`src/rtl/ecc_scalar_sched_pkg.sv`:
```
// Shared state encoding, op codes and default scalar width for the
// B-233 scalar-multiplication scheduler.
package ecc_sched_pkg;

    localparam int KEY_W_DEF = 32;

    typedef enum logic [2:0] {
        ST_IDLE,
        ST_SCAN,
        ST_INIT,
        ST_DBL,
        ST_ADD,
        ST_CONV,
        ST_DONE
    } state_e;

    localparam logic [1:0] OP_INIT = 2'd0;
    localparam logic [1:0] OP_DBL  = 2'd1;
    localparam logic [1:0] OP_ADD  = 2'd2;
    localparam logic [1:0] OP_CONV = 2'd3;

endpackage

```
`src/rtl/ecc_scalar_sched_if.sv`:
```
// Host and microsequencer signals of the scalar scheduler; master drives
// start/key/op_done, slave is the scheduler itself.
interface ecc_scalar_sched_if
    import ecc_sched_pkg::*;
#(
    parameter int KEY_W = KEY_W_DEF
) ();
    localparam int IDX_W = $clog2(KEY_W);

    logic             start;
    logic [KEY_W-1:0] key;
    logic             op_done;
    logic             op_req;
    logic [1:0]       op_code;
    logic             add_dummy;
    logic [IDX_W-1:0] bit_idx;
    logic             busy;
    logic             done;
    logic             key_zero;

    modport master (
        output start, key, op_done,
        input  op_req, op_code, add_dummy, bit_idx, busy, done, key_zero
    );

    modport slave (
        input  start, key, op_done,
        output op_req, op_code, add_dummy, bit_idx, busy, done, key_zero
    );
endinterface

```
`src/rtl/ecc_scalar_sched_key_scanner.sv`:
```
// Holds the captured scalar and the MSB-first bit pointer.
// Latency: load/dec take effect at the next edge; flags are combinational from the flops.
// Backpressure: none; the scheduler decides when to load or step.
module ecc_key_scanner
    import ecc_sched_pkg::*;
#(
    parameter  int KEY_W = KEY_W_DEF,
    localparam int IDX_W = $clog2(KEY_W)
) (
    input  logic             clk,
    input  logic             reset,
    input  logic             load,
    input  logic [KEY_W-1:0] key,
    input  logic             dec,
    output logic [IDX_W-1:0] idx,
    output logic             cur_bit,
    output logic             idx_zero,
    output logic             all_zero
);
    localparam logic [IDX_W-1:0] IDX_TOP = IDX_W'(KEY_W - 1);

    logic [KEY_W-1:0] key_r_q, key_r_d;
    logic [IDX_W-1:0] idx_q, idx_d;

    // The scalar is frozen after capture so the host may reuse its key bus.
    always_comb begin
        key_r_d = key_r_q;
        idx_d   = idx_q;
        if (load) begin
            key_r_d = key;
            idx_d   = IDX_TOP;
        end else if (dec) begin
            idx_d = idx_q - IDX_W'(1);
        end
    end

    always_ff @(posedge clk) begin
        if (!reset) begin
            key_r_q <= '0;
            idx_q   <= IDX_TOP;
        end else begin
            key_r_q <= key_r_d;
            idx_q   <= idx_d;
        end
    end

    assign idx      = idx_q;
    assign cur_bit  = key_r_q[idx_q];
    assign idx_zero = (idx_q == '0);
    assign all_zero = (key_r_q == '0);

endmodule

```
`src/rtl/ecc_scalar_sched.sv`:
```
// Scalar-multiplication scheduler: skips leading zeros, then issues INIT/DBL/ADD/CONV ops MSB-first.
// Latency: first op_req 2+z cycles after start; each op completes on the edge op_done is seen.
// Backpressure: op_req is a level held until op_done; ECC_SCHED_CONST_TIME_EN adds an ADD after every DBL.
module ecc_scalar_sched
    import ecc_sched_pkg::*;
#(
    parameter int KEY_W = KEY_W_DEF
) (
    input  logic               clk,
    input  logic               reset,
    ecc_scalar_sched_if.slave  bus
);
    localparam int IDX_W = $clog2(KEY_W);

    state_e           state_q, state_d;
    logic             op_req_q, op_req_d;
    logic [1:0]       op_code_q, op_code_d;
    logic             busy_q, busy_d;
    logic             done_q, done_d;
    logic             key_zero_q, key_zero_d;

    logic             scan_load;
    logic             scan_dec;
    logic [IDX_W-1:0] scan_idx;
    logic             cur_bit;
    logic             idx_zero;
    logic             all_zero;

    ecc_key_scanner #(.KEY_W(KEY_W)) u_scan (
        .clk      (clk),
        .reset    (reset),
        .load     (scan_load),
        .key      (bus.key),
        .dec      (scan_dec),
        .idx      (scan_idx),
        .cur_bit  (cur_bit),
        .idx_zero (idx_zero),
        .all_zero (all_zero)
    );

    always_comb begin
        state_d    = state_q;
        key_zero_d = key_zero_q;
        scan_load  = 1'b0;
        scan_dec   = 1'b0;
        case (state_q)
            ST_IDLE: begin
                if (bus.start) begin
                    scan_load  = 1'b1;
                    key_zero_d = 1'b0;
                    state_d    = ST_SCAN;
                end
            end
            ST_SCAN: begin
                if (cur_bit) begin
                    state_d = ST_INIT;
                end else if (idx_zero) begin
                    key_zero_d = all_zero;
                    state_d    = ST_DONE;
                end else begin
                    scan_dec = 1'b1;
                end
            end
            ST_INIT, ST_ADD: begin
                if (bus.op_done) begin
                    if (idx_zero) begin
                        state_d = ST_CONV;
                    end else begin
                        scan_dec = 1'b1;
                        state_d  = ST_DBL;
                    end
                end
            end
            ST_DBL: begin
                if (bus.op_done) begin
`ifdef ECC_SCHED_CONST_TIME_EN
                    state_d = ST_ADD;
`else
                    if (cur_bit) begin
                        state_d = ST_ADD;
                    end else if (idx_zero) begin
                        state_d = ST_CONV;
                    end else begin
                        scan_dec = 1'b1;
                        state_d  = ST_DBL;
                    end
`endif
                end
            end
            ST_CONV: begin
                if (bus.op_done) begin
                    state_d = ST_DONE;
                end
            end
            ST_DONE: state_d = ST_IDLE;
            default: state_d = ST_IDLE;
        endcase

        // Outputs follow the next state so op_req/op_code switch on the op_done edge.
        op_req_d = (state_d == ST_INIT) || (state_d == ST_DBL) ||
                   (state_d == ST_ADD)  || (state_d == ST_CONV);
        case (state_d)
            ST_INIT: op_code_d = OP_INIT;
            ST_DBL:  op_code_d = OP_DBL;
            ST_ADD:  op_code_d = OP_ADD;
            ST_CONV: op_code_d = OP_CONV;
            default: op_code_d = op_code_q;
        endcase
        busy_d = (state_d != ST_IDLE);
        done_d = (state_q == ST_DONE);
    end

    always_ff @(posedge clk) begin
        if (!reset) begin
            state_q    <= ST_IDLE;
            op_req_q   <= 1'b0;
            op_code_q  <= OP_INIT;
            busy_q     <= 1'b0;
            done_q     <= 1'b0;
            key_zero_q <= 1'b0;
        end else begin
            state_q    <= state_d;
            op_req_q   <= op_req_d;
            op_code_q  <= op_code_d;
            busy_q     <= busy_d;
            done_q     <= done_d;
            key_zero_q <= key_zero_d;
        end
    end

`ifdef ECC_SCHED_CONST_TIME_EN
    logic add_dummy_q, add_dummy_d;

    // Decided on entry to ADD from the bit DBL just processed, then held.
    always_comb begin
        add_dummy_d = 1'b0;
        if (state_d == ST_ADD) begin
            add_dummy_d = (state_q == ST_ADD) ? add_dummy_q : !cur_bit;
        end
    end

    always_ff @(posedge clk) begin
        if (!reset) begin
            add_dummy_q <= 1'b0;
        end else begin
            add_dummy_q <= add_dummy_d;
        end
    end

    assign bus.add_dummy = add_dummy_q;
`else
    assign bus.add_dummy = 1'b0;
`endif

    assign bus.op_req   = op_req_q;
    assign bus.op_code  = op_code_q;
    assign bus.bit_idx  = scan_idx;
    assign bus.busy     = busy_q;
    assign bus.done     = done_q;
    assign bus.key_zero = key_zero_q;

endmodule

```
`src/flat_wrapper.sv`:
```
// flat-port wrapper written by rule: the top's interface ports become plain ports
module ecc_scalar_sched_flat import ecc_sched_pkg::*;
#(
    parameter int KEY_W = KEY_W_DEF
)
  (clk, reset, bus_start, bus_key, bus_op_done, bus_op_req, bus_op_code, bus_add_dummy, bus_bit_idx, bus_busy, bus_done, bus_key_zero);
  ecc_scalar_sched_if #(.KEY_W(KEY_W)) bus_i ();
  input  logic clk;
  input  logic reset;
  input wire logic [$bits(bus_i.start)-1:0] bus_start;
  input wire logic [$bits(bus_i.key)-1:0] bus_key;
  input wire logic [$bits(bus_i.op_done)-1:0] bus_op_done;
  output wire logic [$bits(bus_i.op_req)-1:0] bus_op_req;
  output wire logic [$bits(bus_i.op_code)-1:0] bus_op_code;
  output wire logic [$bits(bus_i.add_dummy)-1:0] bus_add_dummy;
  output wire logic [$bits(bus_i.bit_idx)-1:0] bus_bit_idx;
  output wire logic [$bits(bus_i.busy)-1:0] bus_busy;
  output wire logic [$bits(bus_i.done)-1:0] bus_done;
  output wire logic [$bits(bus_i.key_zero)-1:0] bus_key_zero;
  assign bus_i.start = bus_start;
  assign bus_i.key = bus_key;
  assign bus_i.op_done = bus_op_done;
  assign bus_op_req = bus_i.op_req;
  assign bus_op_code = bus_i.op_code;
  assign bus_add_dummy = bus_i.add_dummy;
  assign bus_bit_idx = bus_i.bit_idx;
  assign bus_busy = bus_i.busy;
  assign bus_done = bus_i.done;
  assign bus_key_zero = bus_i.key_zero;
  ecc_scalar_sched #(.KEY_W(KEY_W)) u_core (.clk(clk), .reset(reset), .bus(bus_i));
endmodule
```
`config.mk`:
```
export PLATFORM = sky130hd
export DESIGN_NAME = ecc_scalar_sched_flat
export DESIGN_NICKNAME = d
export VERILOG_FILES = /design/src/rtl/ecc_scalar_sched_pkg.sv /design/src/rtl/ecc_scalar_sched_if.sv /design/src/rtl/ecc_scalar_sched_key_scanner.sv /design/src/rtl/ecc_scalar_sched.sv /design/src/flat_wrapper.sv
export SDC_FILE = /design/constraint.sdc
export NUM_CORES = 1
export LEC_CHECK = 0
export ABC_AREA = 1
export CORE_MARGIN = 5
export CORE_UTILIZATION = 55
export CTS_CLUSTER_DIAMETER = 100
export DETAILED_ROUTE_END_ITERATION = 12
export PLACE_DENSITY = 0.95
export SYNTH_ARGS = -nofsm -noshare
export SYNTH_HDL_FRONTEND = slang
export SYNTH_HIERARCHICAL = 1
export SYNTH_SLANG_ARGS = --single-unit
```
`constraint.sdc`:
```
create_clock -name clk -period 5.8 [get_ports clk]
set_input_delay 1.45 -clock clk [delete_from_list [all_inputs] [get_ports clk]]
set_output_delay 1.45 -clock clk [all_outputs]
set_load 0.01 [all_outputs]
```
# Word level (Yosys, flattened, before mapping)
# Index checks and enable logic that the tools add are counted.
[op_classes] add_sub_neg=1 n_lt_le_gt_ge=1 n_eq_ne=13 muxes=23 n_bitwise=1 n_reduce_logical=12
[op_table] operator="$logic_not 32->1" n=1
[op_table] operator="$mux 3" n=8
[op_table] operator="$eq 3x3->1 const B" n=5
[op_table] operator="$pmux 3 s5" n=1
[op_table] operator="$eq 3x2->1 const B" n=4
[op_table] operator="$mux 1" n=10
[op_table] operator="$pmux 2 s4" n=1
[op_table] operator="$lt 5x6->1 const B" n=1
[op_table] operator="$bmux 1 s5" n=1
[op_table] operator="$logic_not 5->1" n=1
[op_table] operator="$sub 5x1->5 const B" n=1
[op_table] operator="$ne 2x2->1 const B" n=2
[op_table] operator="$reduce_and 4->1" n=1
[op_table] operator="$reduce_bool 4->1" n=1
[op_table] operator="$reduce_or 2->1" n=2
[op_table] operator="$eq 3x1->1 const B" n=1
[op_table] operator="$logic_not 3->1" n=1
[op_table] operator="$logic_or 1x1->1" n=3
[op_table] operator="$pmux 1 s3" n=1
[op_table] operator="$reduce_bool 3->1" n=1
[op_table] operator="$ne 2x1->1 const B" n=1
[op_table] operator="$pmux 1 s2" n=1
[op_table] operator="$reduce_bool 2->1" n=1
[op_table] operator="$not 1->1" n=1
[word_totals] regBits=46 input_bits=36 output_inout_bits=12 elab_cells=59

# Logic depth before layout (Yosys ltp)
[logic_depth] word_depth=9 ltp_mapped=20 mapped_depth_nobuf=19

# Cells and area by module
# Netlist, hierarchy kept.
[by_module_without_submodules] module="ecc_key_scanner" n_inst=1 cells_per_inst=256 area_each_um2=1734.2 seq_area_each_um2=740.7
[by_module_without_submodules] module="ecc_scalar_sched" n_inst=1 cells_per_inst=96 area_each_um2=553.0 seq_area_each_um2=180.2

# Worst setup path before layout
# Ideal clock, no wire load.
[synth_path] path_type="input to register" startpoint="in bus_op_done" endpoint="reg u_core.op_code_q[0], in the netlist u_core/bus.op_code[0]" setup_ns=0.115 arrival_ns=2.158 required_time_ns=5.685 slack_ns=3.527 path_stages=10 path_buffers=0 path_cell_list="inv_1 nand2_1 nand2_1 inv_1 nand2_1 nand2_1 nor2_1 nand2_1 a21oi_1 nor2_1"
[synth_between] elab_chain_len=4 word_cells_on_any_way=10 classes_between="eq/ne: 4; mux: 5; reduce/logical: 1"
[synth_rtl] element="start: declaration" line="flat_wrapper.sv:12" source="input wire logic [$bits(bus_i.op_done)-1:0] bus_op_done;"
[synth_rtl] element="$mux 3, on equally long branches" line="ecc_scalar_sched.sv:91, ecc_scalar_sched.sv:65, ecc_scalar_sched.sv:75"
[synth_rtl] element="$pmux 3 s5 *" line="ecc_scalar_sched.sv:46" source="case (state_q)"
[synth_rtl] element="$eq 3x3->1 or $eq 3x2->1 (tied branches)" line="ecc_scalar_sched.sv:102" source="case (state_d)"
[synth_rtl] element="$pmux 2 s4 or $reduce_bool 4->1 (tied branches)"
[synth_rtl] element="end signal: assignment" line="ecc_scalar_sched.sv:124" source="op_code_q <= op_code_d;"
[synth_rtl] element="end: declaration" line="ecc_scalar_sched.sv:17" source="logic [1:0] op_code_q, op_code_d;"
# Every way passes the cells marked *; elsewhere a longest branch is shown, timed or not.
# A chain may end at the register's enable or synchronous reset.

# Final worst setup path
[layout_path] startpoint="in bus_start" endpoint="reg u_core.u_scan.key_r_q[14]"
[layout_between] elab_chain_len=2
[layout_rtl] element="start: declaration" line="flat_wrapper.sv:10" source="input wire logic [$bits(bus_i.start)-1:0] bus_start;"
[layout_rtl] element="$mux 1" line="ecc_scalar_sched.sv:48" source="if (bus.start) begin"
[layout_rtl] element="$mux 1" line="ecc_scalar_sched.sv:46"
[layout_rtl] element="named net u_core.scan_load" line="ecc_scalar_sched.sv:22" source="logic scan_load;"
[layout_rtl] element="end signal: assignment" line="ecc_scalar_sched_key_scanner.sv:42" source="key_r_q <= key_r_d;"
[layout_rtl] element="end: declaration" line="ecc_scalar_sched_key_scanner.sv:22" source="logic [KEY_W-1:0] key_r_q, key_r_d;"
# The timed path passes the listed nets, and every way through them passes these cells.

==> run_results.csv <==
group,metric,value,unit
global_routing,grt_pass1_vias,2308,
power_and_ir_drop,cellInternalPower,0.000564,W
clock_tree,cts_max_level,2,
timing,worst-slew-pin-transition,1.24,ns
die,boundaryPins,48,
synth,synth.area.top_cells,"sky130_fd_sc_hd__dfxtp_1, sky130_fd_sc_hd__nand2_1, sky130_fd_sc_hd__o21ai_0, sky130_fd_sc_hd__nor2_1, sky130_fd_sc_hd__nand3_1",
synth,synth_top_area_cell,"sky130_fd_sc_hd__dfxtp_1",
setup_path,critical_path.max_fanout,51,
route,first_pass_iters,5,
global_routing,grt_start_max_net_pins,52,
setup_path,critPathKind,"in2reg",
global_routing,grt_first_pass_wirelength,9850,um
power_and_ir_drop,power_switching_share,30.2,%
min_path,worst_hold_startpoint,"u_core/bus.op_code[1]$_SDFFE_PN0P_",
timing,fin_crit,3.41,ns
die,coreArea,0.00403,mm2
timing,skew,0.00399,ns
route,antenna_violating_nets_post_route,0,
route,drt_drc_violations_left,0,
clock_tree,root_buffer,"sky130_fd_sc_hd__clkbuf_8",
setup_path,critical_path.endpoint_type,"flop",
outcome,status,"finished, final reports clean",
setup_path,cp-startpoint,"bus_start",
synth,synth.yosys.seq_area_share,40.3,%
place,buffer_ports.inserted,46,
setup_path,worst-endpoint-required,5.93,ns
synth,syn_area_per_cell,6.50,um2
setup_path,start_kind,"input pin",
place,routabilityCongestion,0.907,
synth,ys_seq_elements,46,
timing,finalSetupViolCount,0,
clock_tree,clock_tree.buffer_depth,2,
clock_tree,cts_hold_buf,0,
route,totalWireLength,6010,um
route,routed-via-count,2456,
global_routing,grtUsageTotal,22.7,%
setup_path,r2r-start,"u_core/u_scan/idx[0]$_SDFFE_PP1P_",
synth,ys_warn_count,6,
timing,grt_setup_unrepaired,"false",
power_and_ir_drop,power.combinational.fraction,22.8,%
clock_tree,cts_resized,0,
timing,setup_tns,0,ns
synth,yosys_cell_types,24,
finish,final_net_count,429,
die,dieWidth,74.5,um
power_and_ir_drop,power.switching,0.000243,W
clock_tree,path_clk_slew,0.08,ns
synth,netlist.area_leader.share,40.3,%
die,initial_core_util,56.8,%
timing,max_fclk,293,MHz
synth,synth_cells,352,
finish,fraction_of_layout_instances_using_a_drive_strength_above_1,3.07,%
power_and_ir_drop,power_frac_clock,30.1,%
clock_tree,numCtsBuffers,5,
route,routedWlPerCell,13.6,um
flow_run,maxCapViolations,0,
clock_tree,cts_tree,"built",
min_path,min-delay-path-class,"reg2reg",
power_and_ir_drop,power_density,283,mW/mm2
route,detail_route.vias_per_cell,5.57,
timing,slew_violations,0,
die,die-area,0.00555,mm2
place,hpwl,4200,um
global_routing,grt-ovfl-total,0,
clock_tree,clkLatencyLatePin,0.30,ns
timing,final_min_period_over_clock_period,58.8,%
power_and_ir_drop,leakage,1.27,nW
finish,antenna-diode-count,0,
setup_path,arrival,3.54,ns
timing,slew-limit-headroom,17.2,%
clock_tree,clkSinkCount,46,
power_and_ir_drop,irDropWorstVdd,0.185,mV
finish,area.growth.synth_to_final,24.7,%
synth,post_synth_instance_area,0.00229,mm2
timing,hold_violations,0,
die,rows,23,
clock_tree,cts_post_setup_buffers_inserted,0,
global_routing,grt_antenna_before_repair,0,
route,initialDrtViolationCount,346,
power_and_ir_drop,pwr-share-seq,47.1,%
synth,mappedNetlistNets,390,
die,die_h,74.5,um
finish,final_core_util,70.8,%
-- power groups by stage --
stage | Clock (W) | Combinational, W | Sequential [W]
2_1_floorplan | 0 | 0.000127 | 0.000375
3_3_place_gp | 0 | 0.000173 | 0.000383
3_5_place_dp | 0 | 0.000180 | 0.000385
4_1_cts | 0.000246 | 0.000181 | 0.000378
5_1_grt | 0.000259 | 0.000206 | 0.000384
6_report | 0.000243 | 0.000184 | 0.000380
-- stage by stage --
step	hold WS (ns)	setup slack (ns)	instances	total power, W	area, um2
finish	0.471	2.39	441	0.000807	2850
CTS	0.474	2.45	441	0.000806	2850
global route	0.495	2.23	441	0.000849	2850
detailed placement	0.458	2.13	434	0.000565	2740
floorplan	0.443	3.53	352	0.000503	2290
global placement	0.447	2.22	434	0.000556	2740
-- cell usage in the layout, fill, tap and decap left out --
master / netlist / routed
sky130_fd_sc_hd__nor2_2: 1 / 1
sky130_fd_sc_hd__bufinv_16: 0 / 1
sky130_fd_sc_hd__clkdlybuf4s50_1: 0 / 46
sky130_fd_sc_hd__inv_2: 2 / 2
sky130_fd_sc_hd__a21boi_0: 1 / 1
sky130_fd_sc_hd__nand2_2: 1 / 1
sky130_fd_sc_hd__o211ai_1: 2 / 2
sky130_fd_sc_hd__nand4_1: 3 / 3
sky130_fd_sc_hd__a21oi_1: 29 / 29
sky130_fd_sc_hd__dfxtp_1: 46 / 46
sky130_fd_sc_hd__clkinv_1: 1 / 1
sky130_fd_sc_hd__nor2_1: 53 / 53
sky130_fd_sc_hd__nand2_1: 68 / 68
sky130_fd_sc_hd__o21ai_0: 40 / 40
sky130_fd_sc_hd__ha_1: 2 / 2
sky130_fd_sc_hd__inv_1: 41 / 41
sky130_fd_sc_hd__nor3_1: 5 / 5
sky130_fd_sc_hd__nand3_1: 33 / 33
sky130_fd_sc_hd__conb_1: 1 / 1
sky130_fd_sc_hd__a31o_2: 1 / 1
sky130_fd_sc_hd__nor4_1: 8 / 8
sky130_fd_sc_hd__clkbuf_8: 0 / 6
-- layout make-up --
class | count | area (um2)
Clock buffer | 6 | 82.6
Clock inverter | 1 | 30.0
Fill cell | 331 | 1180
Inverter | 44 | 165
Multi-Input combinational cell | 248 | 1130
Sequential cell | 46 | 921
Tap cell | 50 | 62.6
Timing Repair Buffer | 46 | 460
-- state kept, by name, indices dropped and copies added, names as in the netlist --
register and cells:
u_core/bus.op_code 2, u_core/u_scan/key_r_q 32, u_core/bus.done 1, u_core/u_scan/idx 5
u_core/bus.op_req 1, u_core/bus.busy 1, u_core/bus.key_zero 1, u_core/state_q 3
-- cells by family (layout without fill, tap and decap cells) --
logic type,count (synthesis),count (layout),synth area share (%)
buf+inv,58,97,10.3
fa+ha+maj,2,2,1.09
simple gates,172,172,31.7
compound gates,73,73,16.5
flops,46,46,40.3
other cells,1,1,0.164
-- critical path, cell delays in order --
cell                              delay [ns]
sky130_fd_sc_hd__clkdlybuf4s50_1        0.46
sky130_fd_sc_hd__nand3_1                0.09
sky130_fd_sc_hd__inv_1                  0.37
sky130_fd_sc_hd__inv_1                  0.66
sky130_fd_sc_hd__o21ai_0                0.42
sky130_fd_sc_hd__a21oi_1                0.07
-- per-layer routing --
layer	GRT usage [%]	share of wire (%)	routed length [um]	vias to the layer above
li1	-	-	-	1218
met1	27.4	41	2440	1100
met2	39.0	49	2940	121
met3	4.46	8.2	490	17
met4	10.1	2.3	138	0
met5	0	0	0	-
-- cell usage after synthesis --
cell and number:
sky130_fd_sc_hd__a21boi_0 1, sky130_fd_sc_hd__buf_4 2, sky130_fd_sc_hd__clkinv_1 1, sky130_fd_sc_hd__nor2_2 1, sky130_fd_sc_hd__nand2_2 1, sky130_fd_sc_hd__buf_6 1
sky130_fd_sc_hd__inv_2 2, sky130_fd_sc_hd__o211ai_1 2, sky130_fd_sc_hd__nor4_1 8, sky130_fd_sc_hd__dfxtp_1 46, sky130_fd_sc_hd__ha_1 2, sky130_fd_sc_hd__nor3_1 5
sky130_fd_sc_hd__a21oi_1 29, sky130_fd_sc_hd__nand4_1 3, sky130_fd_sc_hd__nand3_1 33, sky130_fd_sc_hd__conb_1 1, sky130_fd_sc_hd__buf_1 1, sky130_fd_sc_hd__nor2_1 53
sky130_fd_sc_hd__nand2_1 68, sky130_fd_sc_hd__clkbuf_1 8, sky130_fd_sc_hd__a31o_2 1, sky130_fd_sc_hd__buf_2 2, sky130_fd_sc_hd__inv_1 41, sky130_fd_sc_hd__o21ai_0 40
-- final timing paths --
path,to,cells after the start,slack [ns]
min reg2reg,u_core/bus.op_code[1]$_SDFFE_PN0P_,2,0.47
max,u_core/u_scan/key_r_q[14]$_SDFFE_PN0P_,6,2.39
max reg2reg,u_core/u_scan/idx[4]$_SDFFE_PP1P_,18,2.76
min,u_core/bus.op_code[1]$_SDFFE_PN0P_,2,0.47
(Power assumes the default switching activity.)
